`src/rtl/imm_decode_pipe.sv`:
```
// Decode-stage immediate generator: classifies RV instruction formats and assembles the
// sign-extended immediate behind a main+skid register pair. Optional macro: IMM_DECODE_ZICSR_EN.
module imm_decode_pipe #(
    parameter int XLEN = 32
) (
    input  logic            clk,
    input  logic            rst,
    input  logic            in_valid,
    output logic            in_ready,
    input  logic [31:0]     in_instr,
    output logic            out_valid,
    input  logic            out_ready,
    output logic [XLEN-1:0] out_imm,
    output logic [2:0]      out_fmt,
    output logic            out_illegal,
    output logic [31:0]     out_instr
);

    localparam logic [2:0] FMT_NONE = 3'd0;
    localparam logic [2:0] FMT_I    = 3'd1;
    localparam logic [2:0] FMT_S    = 3'd2;
    localparam logic [2:0] FMT_B    = 3'd3;
    localparam logic [2:0] FMT_U    = 3'd4;
    localparam logic [2:0] FMT_J    = 3'd5;
    localparam logic [2:0] FMT_Z    = 3'd6;

    // Bundle layout: {imm, fmt, illegal, instr}
    localparam int PW = XLEN + 3 + 1 + 32;

    logic [6:0]      opcode_s;
    logic [2:0]      dec_fmt_s;
    logic            dec_illegal_s;
    logic [31:0]     imm32_s;
    logic [XLEN-1:0] dec_imm_s;
    logic [PW-1:0]   dec_bundle_s;

    logic            accept_s;
    logic            load_main_s;
    logic            main_from_skid_s;
    logic            load_skid_s;
    logic            main_valid_nxt_s;
    logic            skid_valid_nxt_s;

    logic            main_valid_r;
    logic            skid_valid_r;
    logic            in_ready_r;
    logic [PW-1:0]   main_r;
    logic [PW-1:0]   skid_r;

    // Opcode classification into immediate format and legality
    always_comb begin
        opcode_s      = in_instr[6:0];
        dec_fmt_s     = FMT_NONE;
        dec_illegal_s = 1'b0;
        if (in_instr[1:0] != 2'b11) begin
            dec_illegal_s = 1'b1;
        end else begin
            case (opcode_s)
                7'b0010011, 7'b0000011, 7'b1100111, 7'b0001111: begin
                    dec_fmt_s = FMT_I;
                end
                7'b1110011: begin
`ifdef IMM_DECODE_ZICSR_EN
                    if (in_instr[14]) begin
                        dec_fmt_s = FMT_Z;
                    end else begin
                        dec_fmt_s = FMT_I;
                    end
`else
                    dec_fmt_s = FMT_I;
`endif
                end
                7'b0011011: begin
                    if (XLEN == 64) begin
                        dec_fmt_s = FMT_I;
                    end else begin
                        dec_illegal_s = 1'b1;
                    end
                end
                7'b0100011: dec_fmt_s = FMT_S;
                7'b1100011: dec_fmt_s = FMT_B;
                7'b0110111, 7'b0010111: dec_fmt_s = FMT_U;
                7'b1101111: dec_fmt_s = FMT_J;
                7'b0110011: dec_fmt_s = FMT_NONE;
                7'b0111011: begin
                    if (XLEN == 64) begin
                        dec_fmt_s = FMT_NONE;
                    end else begin
                        dec_illegal_s = 1'b1;
                    end
                end
                default: dec_illegal_s = 1'b1;
            endcase
        end
    end

    // Immediate field swizzle, then widen to XLEN (zimm is the only zero-extended form)
    always_comb begin
        imm32_s = 32'd0;
        case (dec_fmt_s)
            FMT_I: imm32_s = {{20{in_instr[31]}}, in_instr[31:20]};
            FMT_S: imm32_s = {{20{in_instr[31]}}, in_instr[31:25], in_instr[11:7]};
            FMT_B: imm32_s = {{19{in_instr[31]}}, in_instr[31], in_instr[7],
                              in_instr[30:25], in_instr[11:8], 1'b0};
            FMT_U: imm32_s = {in_instr[31:12], 12'd0};
            FMT_J: imm32_s = {{11{in_instr[31]}}, in_instr[31], in_instr[19:12],
                              in_instr[20], in_instr[30:21], 1'b0};
            FMT_Z: imm32_s = {27'd0, in_instr[19:15]};
            default: imm32_s = 32'd0;
        endcase
        dec_imm_s        = {XLEN{imm32_s[31] & (dec_fmt_s != FMT_Z)}};
        dec_imm_s[31:0]  = imm32_s;
        dec_bundle_s     = {dec_imm_s, dec_fmt_s, dec_illegal_s, in_instr};
    end

    // Main/skid steering; the skid only drains into main and never coexists with an accept
    always_comb begin
        accept_s         = in_valid & in_ready_r;
        load_main_s      = 1'b0;
        main_from_skid_s = 1'b0;
        load_skid_s      = 1'b0;
        main_valid_nxt_s = main_valid_r;
        skid_valid_nxt_s = skid_valid_r;
        if (!main_valid_r || out_ready) begin
            if (skid_valid_r) begin
                main_from_skid_s = 1'b1;
                main_valid_nxt_s = 1'b1;
                skid_valid_nxt_s = 1'b0;
            end else if (accept_s) begin
                load_main_s      = 1'b1;
                main_valid_nxt_s = 1'b1;
            end else begin
                main_valid_nxt_s = 1'b0;
            end
        end else begin
            if (accept_s) begin
                load_skid_s      = 1'b1;
                skid_valid_nxt_s = 1'b1;
            end else begin
                skid_valid_nxt_s = skid_valid_r;
            end
        end
    end

    // Pipeline state; payload registers only move on a load so stalled outputs hold
    always_ff @(posedge clk) begin
        if (rst) begin
            main_valid_r <= 1'b0;
            skid_valid_r <= 1'b0;
            in_ready_r   <= 1'b1;
            main_r       <= '0;
            skid_r       <= '0;
        end else begin
            main_valid_r <= main_valid_nxt_s;
            skid_valid_r <= skid_valid_nxt_s;
            in_ready_r   <= ~skid_valid_nxt_s;
            if (main_from_skid_s) begin
                main_r <= skid_r;
            end else if (load_main_s) begin
                main_r <= dec_bundle_s;
            end else begin
                main_r <= main_r;
            end
            if (load_skid_s) begin
                skid_r <= dec_bundle_s;
            end else begin
                skid_r <= skid_r;
            end
        end
    end

    assign in_ready    = in_ready_r;
    assign out_valid   = main_valid_r;
    assign out_imm     = main_r[PW-1 -: XLEN];
    assign out_fmt     = main_r[35:33];
    assign out_illegal = main_r[32];
    assign out_instr   = main_r[31:0];

endmodule

```
`config.mk`:
```
export PLATFORM = sky130hd
export DESIGN_NAME = imm_decode_pipe
export DESIGN_NICKNAME = d
export VERILOG_FILES = /design/src/rtl/imm_decode_pipe.sv
export SDC_FILE = /design/constraint.sdc
export NUM_CORES = 1
export LEC_CHECK = 0
export BUFFER_PORTS_ARGS = -buffer_cell sky130_fd_sc_hd__buf_2
export CAP_MARGIN = 20
export CORE_UTILIZATION = 48
export CTS_BUF_LIST = sky130_fd_sc_hd__clkbuf_8 sky130_fd_sc_hd__clkbuf_16
export DETAILED_ROUTE_END_ITERATION = 7
export PLACE_DENSITY_LB_ADDON = 0.25
export SLEW_MARGIN = 0
export SYNTH_ARGS = -nofsm -noshare
export SYNTH_HDL_FRONTEND = slang
export SYNTH_SLANG_ARGS = --single-unit
```
`constraint.sdc`:
```
create_clock -name clk -period 1.9 [get_ports clk]
set_clock_uncertainty 0.1 [all_clocks]
set_input_delay 0.19 -clock clk [delete_from_list [all_inputs] [get_ports clk]]
set_output_delay 0.19 -clock clk [all_outputs]
set_load 0.05 [all_outputs]
```
# Word-level counts from Yosys, hierarchy flattened
# Index checks and enable logic that the tools add are counted.
# Widths: inputs -> output; s select.
word_totals:
  regBits: 139
  input_bits: 36
  out_inout_bits: 70
  word_cells: 47
op_classes:
  eq_ne: 18
  n_bitwise: 2
  muxes: 16
  n_reduce_logical: 6
ops:
  columns: ["operator", "count"]
  rows:
  - ["$pmux 32 s6", 1]
  - ["$mux 68", 2]
  - ["$eq 7x7->1 const B", 4]
  - ["$eq 7x6->1 const B", 3]
  - ["$pmux 3 s5", 1]
  - ["$eq 7x5->1 const B", 2]
  - ["$mux 1", 11]
  - ["$reduce_or 11->1", 1]
  - ["$eq 3x3->1 const B", 3]
  - ["$eq 7x2->1 const B", 1]
  - ["$eq 7x4->1 const B", 1]
  - ["$eq 3x2->1 const B", 2]
  - ["$reduce_or 5->1", 1]
  - ["$eq 3x1->1 const B", 1]
  - ["$mux 3", 1]
  - ["$ne 2x2->1 const B", 1]
  - ["$reduce_bool 2->1", 1]
  - ["$reduce_or 2->1", 1]
  - ["$and 1x1->1", 1]
  - ["$logic_not 1->1", 1]
  - ["$logic_or 1x1->1", 1]
  - ["$not 1->1", 1]

# Depth between registers and ports, before layout
# Gate-level depths: netlist of run 1.
logic_depth:
  ltp_word: 8
  depth_mapped: 7

# Worst setup path before layout of run 1
# OpenSTA, ideal clock, no wires.
synth_path:
  path_kind: "register -> register"
  start: "register main_valid_r, in the netlist out_valid"
  end: "register main_r[37]"
  arrival_ns: 1.950
  path_slack_ns: -0.251
  path_stages_with_launch: 8
  setup_time_ns: 0.101
  synth_period_minus_slack_ns: 2.151
  t_required_ns: 1.699
  cell_sequence: "dfxtp_1 -> nor2b_1 -> or2_1 -> clkbuf_1 -> clkbuf_1 -> buf_1 -> nand3_1 -> o41ai_1"
synth_between:
  elab_chain_cells: 4
synth_lines:
  columns: ["item", "line", "rtl"]
  rows:
  - ["start, declared", "44", "logic main_valid_r;"]
  - ["start signal, assigned", "154", "main_valid_r <= main_valid_nxt_s;"]
  - ["$logic_not 1->1 *", "124", "if (!main_valid_r || out_ready) begin"]
  - ["$logic_or 1x1->1 *", "124", null]
  - ["$mux 1", "124", null]
  - ["$mux 68 or $reduce_bool 2->1 (tied branches)", null, null]
  - ["end signal, assigned", "158", "main_r <= skid_r;"]
  - ["end signal, assigned", "160", "main_r <= dec_bundle_s;"]
  - ["end signal, assigned", "162", "main_r <= main_r;"]
  - ["end, declared", "47", "logic [PW-1:0] main_r;"]
# Mark *: on every way between the ends. The rest lies on a longest branch, timed or not.
# A chain may end at the register's enable or synchronous reset.

# Final worst setup path of run 1
layout_path:
  start: "input port in_instr[31]"
  end: "register main_r[50]"
layout_between:
  elab_chain_cells: 3
layout_lines:
  columns: ["item", "line", "rtl"]
  rows:
  - ["start, declared", "10", "input logic [31:0] in_instr,"]
  - ["$pmux 32 s6", "100", "case (dec_fmt_s)"]
  - ["$mux 68", "159", "end else if (load_main_s) begin"]
  - ["$mux 68", "157", "if (main_from_skid_s) begin"]
# No other way between the ends. The select of a mux whose other input is x is not followed.

==> results of run 1 <==
==> power by group <==
part           switching, uW  internal [uW]
clock network           1330           1950
logic                    713            337
registers               65.2           3030
==> stage by stage <==
stage          hold slack, ps  setup slack, ps  setup TNS (ps)  power (uW)  instance area (um2)
2_1_floorplan           215.7            10.71               0        3805                 5863
3_3_place_gp            336.2           -79.78           -1325        4126                 6820
3_5_place_dp            345.0           -145.9           -2642        4151                 6820
4_1_cts                 36.18            46.23               0        7447                 7691
5_1_grt                 49.67            20.37               0        7672                 7714
6_report                43.74            117.4               0        7437                 7714
==> repair_timing <==
item	4_1_cts	5_1_grt
resized for setup	0	8
hold buffers	28	0
hold endpoints to repair	69	0
endpoints found under the setup margin	0	26
==> final cells by class <==
type	count	area, um2	share of cell area (%)
Multi-Input combinational cell	502	2824	36.61
Inverter	5	18.77	0.2433
Clock buffer	17	425.4	5.515
Sequential cell	139	2785	36.11
Tap cell	143	178.9	2.320
Timing Repair Buffer	189	1316	17.06
Clock inverter	15	165.2	2.141
==> metal layers <==
metal / wire length, um / share of wire, % / vias up
li1: - / - / 2853
met1: 7705 / 43 / 2839
met2: 8516 / 48 / 240
met3: 1160 / 6.5 / 30
met4: 346 / 2.0 / 0
met5: 0 / 0 / -
==> cells in the mapped netlist (all sizes together), types with 6 or more instances <==
| library cell | instances |
|---|---|
| o31a | 11 |
| o22ai | 13 |
| buf | 12 |
| a22o | 6 |
| nand2 | 147 |
| o41ai | 6 |
| a21oi | 126 |
| nor2 | 36 |
| o21ai | 30 |
| nand3 | 20 |
| o221ai | 44 |
| a211oi | 7 |
| clkbuf | 55 |
| dfxtp | 139 |
==> how the worst min path moves through the flow <==
stage	slack, ps	cells after the start	from	end
after floorplan	220	1	in_instr[25]	skid_r[41]$_SDFFE_PP0P_
after global placement	340	2	main_r[0]$_SDFFE_PP0P_	main_r[0]$_SDFFE_PP0P_
after detailed placement	350	2	main_r[31]$_SDFFE_PP0P_	main_r[31]$_SDFFE_PP0P_
after CTS	40	3	in_instr[20]	skid_r[20]$_SDFFE_PP0P_
after global routing	50	3	in_instr[20]	skid_r[20]$_SDFFE_PP0P_
final	40	3	in_instr[20]	skid_r[20]$_SDFFE_PP0P_
==> registers in the layout, summed over array words and instances (netlist names) <==
register and count:
in_ready 1, main_r 68, out_valid 1, skid_r 68, skid_valid_r 1
==> tightest hold or removal path, cell delays in order <==
cell and delay, ps:
buf_2 180, nand2_1 100, a21oi_1 60
==> cell families (layout without fill, tap and decap cells) <==
logic type	Yosys count	in the layout	synth area share, %
xor gates and xnor gates	1	1	0.1496
DFF	139	139	47.52
muxes	1	1	0.1923
buffers and inverters	72	226	5.000
AOI/OAI and AO/OA	266	266	30.06
and+or+nand+nor	234	234	17.07
==> impl_results.md, run 1 <==
- Crit path from: in_instr[31]
- I/O Pins: 106
- Fin util: 66.14%
- Critical path class: input port to flop
- Core Rows: 39
- First-pass GRT wire length: 28570 um
- Top cell type's share of synthesized area: 47.52%
- Tightest Pin Transition: 474.6 ps
- Nets: 890
- Root Buffer: clkbuf_16
- CTS tree: done
- Tightest Hold Check Type: input port to flop
- Startpoint types: input port
- CORE AREA: 11660 um2
- Layer with the highest usage: met2
- I/O Buffers: 105
- RSZ-0062 raised after global routing: false
- Pwr dens: 964.1 nW/um2
- Initial antenna violation count: 0
- Max Slew Vio Count: 0
- Synthesized cell area: 5856 um2
- Routed length per placed instance: 17.55 um
- Starting density of the core: 50.21%
- Crit. End Element: flop
- Die Area: 12650 um2
- Pin count of the biggest net entering global routing: 67
- GPL Wtd Cong: 0.8406
- Antenna Nets Post-Route: 0
- Via density: 5.903
- Syn Area/Cell: 8.213 um2
- Peak supply drop: 0.0007959 V
- Diodes inserted: 0
- Worst skew pair latency: 430 ps
- Leak Pwr: 0.003142 uW
- Final hold viol count: 0
- CTS Buf Count: 17
- Seq/Total Area, Yosys: 47.52%
- DRT Pass-1 Iters: 5
- GR Layer Usage met3: 6.263%
- Yosys Warn Count: 0
- Layout cells sized above 1: 25.72%
- Buffers and inverters on the worst path: 3
- Drc violations: 0
- Fillers: 958
- FF+latch count, synth: 139
- Fin cells: 1010
- Final HPWL DP: 11570 um
- Period Utilization, post-route: 93.82%
- Count of final setup violators: 0
- WP data required: 2110 ps
- Remaining Overflow, GRT: 0
- Worst-path clk slew: 60 ps
- Max_cap viols: 0
- Vias: 5962
- H-tree levels: 4
- Crit path largest cell delay: 530 ps
- Bufs on Longest Clock Path: 2
- CP max FO: 8
- Reg2Reg Depth: 5
- Unique cell type count in the Yosys netlist: 52
- Die width: 112.5 um
- Slew Limit Headroom: 68.33%
- Delay-heaviest family, CP: buffers and inverters
- Crit-path cells: dlygate4sd3_1 -> buf_2 -> nand3_1 -> buf_4 -> nor2_1 -> a21oi_1 -> and3_2 -> a21oi_1
- Total global routing track utilization: 28.91%
- Shortest period the worst path allows: 1783 ps
- Die height: 112.5 um
- DP Cell Count: 950
- Most used DFF post-synth: dfxtp_1
- R2r startpoint: out_valid$_SDFFE_PP0N_
- CP dominant cell by count: a21oi_1
- Commonest non-fill, non-tap cell in the layout: nand2_1
- Crit Reg-Reg Endpoint: main_r[60]$_SDFFE_PP0P_
- Max Clk Rate: 561.0 MHz
- Initial drt markers: 453
- Critical path arrival: 2000 ps
- Area contributors post-synth: dfxtp_1 48%, a21oi_1 11%, nand2_1 9.4%
- Syn_nets: 749
- Post-CTS Setup Inserts: 0
- Commonest cells after routing, fill and taps aside: 147 x nand2_1, 137 x dfxtp_1, 123 x a21oi_1, 104 x buf_2, 50 x buf_4
- CP max stage cell: dlygate4sd3_1
- Number of cells on the critical path: 8
- Reg2reg setup slack: 210 ps
- Routed wire length: 17730 um
- Vias in the first global route: 5745
- Yosys top cell by area: dfxtp_1
- Ys async rst share: 0%
- Clk sink count: 139
- Met2 usage: 46.96%
- Area growth, synth to finish: 31.73%
- Grt met1 use: 36.87%
- Outcome: complete, no violations
- Number of synthesized flops with an enable pin: 0
- Capture point of the worst path: main_r[50]$_SDFFE_PP0P_
- Mapped Cells: 713
Note: power is estimated with default switching activity, not from simulation.
==> run 2, diff against run 1 <==
- clock period: 1.9 -> 1.75 ns (I/O delays scaled with it)
==> run 2 against run 1 <==
Total power is 9.0% higher. Global-route usage is 0.27 points higher. Cell count is 1.3% higher. Design area is 1.7% higher. Die area stayed put. Combinational power is 12% higher. Critical path depth is 2 lower.
==> impl_results.md, run 2 (same netlist as run 1, synthesis figures left out) <==
- Bufs on Longest Clock Path: 2
- Routed wire length: 18270 um
- Core Rows: 39
- Switch Pwr: 2202 uW
- Worst skew pair latency: 420 ps
- Root Buffer: clkbuf_16
- Nets: 904
- Final hold viol count: 0
- CORE AREA: 11660 um2
- Vias: 6045
- First-pass GRT wire length: 28840 um
- GR Layer Usage met3: 5.184%
- CTS tree: done
- Sw Ratio: 27.17%
- Fin util: 67.24%
- CP max stage cell: nor2_4
- Critical path arrival: 1970 ps
- Clk sink count: 139
- Max_cap viols: 0
- Die width: 112.5 um
- Die height: 112.5 um
- Total global routing track utilization: 29.18%
- Drc violations: 0
- GPL Wtd Cong: 0.8748
- Commonest non-fill, non-tap cell in the layout: nand2_1
- Count of final setup violators: 0
- Via density: 5.909
- Max Clk Rate: 580.5 MHz
- Largest regs: main_r (68), skid_r (68)
- Crit. End Element: flop
- Peak supply drop: 0.0006381 V
- Gate power share: 14.6%
- Delay-heaviest family, CP: simple AND/OR/NAND/NOR gates
- Hold slack: 26.78 ps
- Max Slew Vio Count: 0
- Tightest Pin Transition: 455.8 ps
- Met2 usage: 49.15%
- Outcome: complete, no violations
- Leak Pwr: 0.003233 uW
- Routed length per placed instance: 17.86 um
- Initial drt markers: 557
- Diodes inserted: 0
- Critical path class: flop to flop
- Grt met1 use: 36.55%
- Worst-path clk slew: 60 ps
- Antenna Nets Post-Route: 0
- Pin count of the biggest net entering global routing: 78
- Die Area: 12650 um2
- Starting density of the core: 50.21%
- I/O Buffers: 105
- Remaining Overflow, GRT: 0
- Buffers and inverters on the worst path: 2
- Flop pwr share: 41.5%
- Final HPWL DP: 11840 um
- Commonest cells after routing, fill and taps aside: 147 x nand2_1, 137 x dfxtp_1, 123 x a21oi_1, 104 x buf_2, 63 x buf_4
- CP max FO: 11
- Shortest period the worst path allows: 1723 ps
- Internal: 5903 uW
- DRT Pass-1 Iters: 5
- Crit-path cells: nor2b_2 -> buf_4 -> nor2_4 -> o211ai_1 -> buf_12 -> o22ai_1
- Vias in the first global route: 5827
- CTS Buf Count: 17
- Layer with the highest usage: met2
- Tightest Hold Check Type: input port to flop
- Area growth, synth to finish: 33.91%
- I/O Pins: 106
- Layout cells sized above 1: 26.59%
- Initial antenna violation count: 0
- H-tree levels: 4
- Startpoint types: flop
- WP data required: 2000 ps
- Crit path largest cell delay: 340 ps
- Clock share of power: 43.9%
- Period Utilization, post-route: 98.44%
- Slew Limit Headroom: 69.58%
- Pwr dens: 1034 nW/um2
- Fillers: 938
[run 2: path summary, 6_finish.rpt]
path / start / endpoint / slack [ps] / cells past startpoint
setup / recovery: out_valid$_SDFFE_PP0N_ / main_r[56]$_SDFFE_PP0P_ / 30 / 6
setup reg to reg: out_valid$_SDFFE_PP0N_ / main_r[56]$_SDFFE_PP0P_ / 30 / 6
hold / removal: out_ready / out_valid$_SDFFE_PP0N_ / 30 / 3
hold reg to reg: main_r[5]$_SDFFE_PP0P_ / main_r[5]$_SDFFE_PP0P_ / 350 / 2
[run 2: cell type report]
type                    instances  area [um2]  area share [%]
inverters                       5       18.77          0.2393
repair buffers                203        1453           18.53
flip-flops and latches        139        2788           35.55
clock buffers                  17       425.4           5.425
multi-input cells             502        2824           36.01
clock inverters                14       153.9           1.963
well taps                     143       178.9           2.282
[run 2: tightest hold or removal path: cells and delay by family]
family | cells | cell delay (ps)
AND/OR/NAND/NOR | 1 | 150
buffers and inverters | 1 | 90
AO/OA/AOI/OAI | 1 | 80
[run 2: metrics by stage]
stage                     cell area (um2)  cells  setup WS, ps  setup TNS, ps  power (uW)
after floorplan                      5889    713        -14.94         -87.52        4135
after global placement               6898    961        -149.8          -6261        4500
after detailed placement             6898    961        -232.9          -7234        4526
after CTS                            7747   1019         24.36              0        8085
after global routing                 7841   1023        -11.57         -42.08        8371
final                                7841   1023         27.27              0        8105
[run 2: power by group through the flow]
stage          Sequential [uW]  Combinational (uW)  Clock (uW)
2_1_floorplan             3710                 424           0
3_5_place_dp              3430                1100           0
3_3_place_gp              3420                1080           0
5_1_grt                   3380                1260        3730
4_1_cts                   3360                1150        3570
6_report                  3370                1180        3550
[run 2: timing repair]
item / 4_1_cts / 5_1_grt
endpoints found under the hold margin: 74 / 0
setup endpoints to repair: 0 / 44
resized for setup: 0 / 7
setup buffers: 0 / 2
hold buffers: 27 / 0
[run 2: routing by layer]
metal  wire length, um  up-vias
met5                 0        -
met3              1123       34
met1              7920     2864
li1                  -     2886
met4               386        0
met2              8838      261
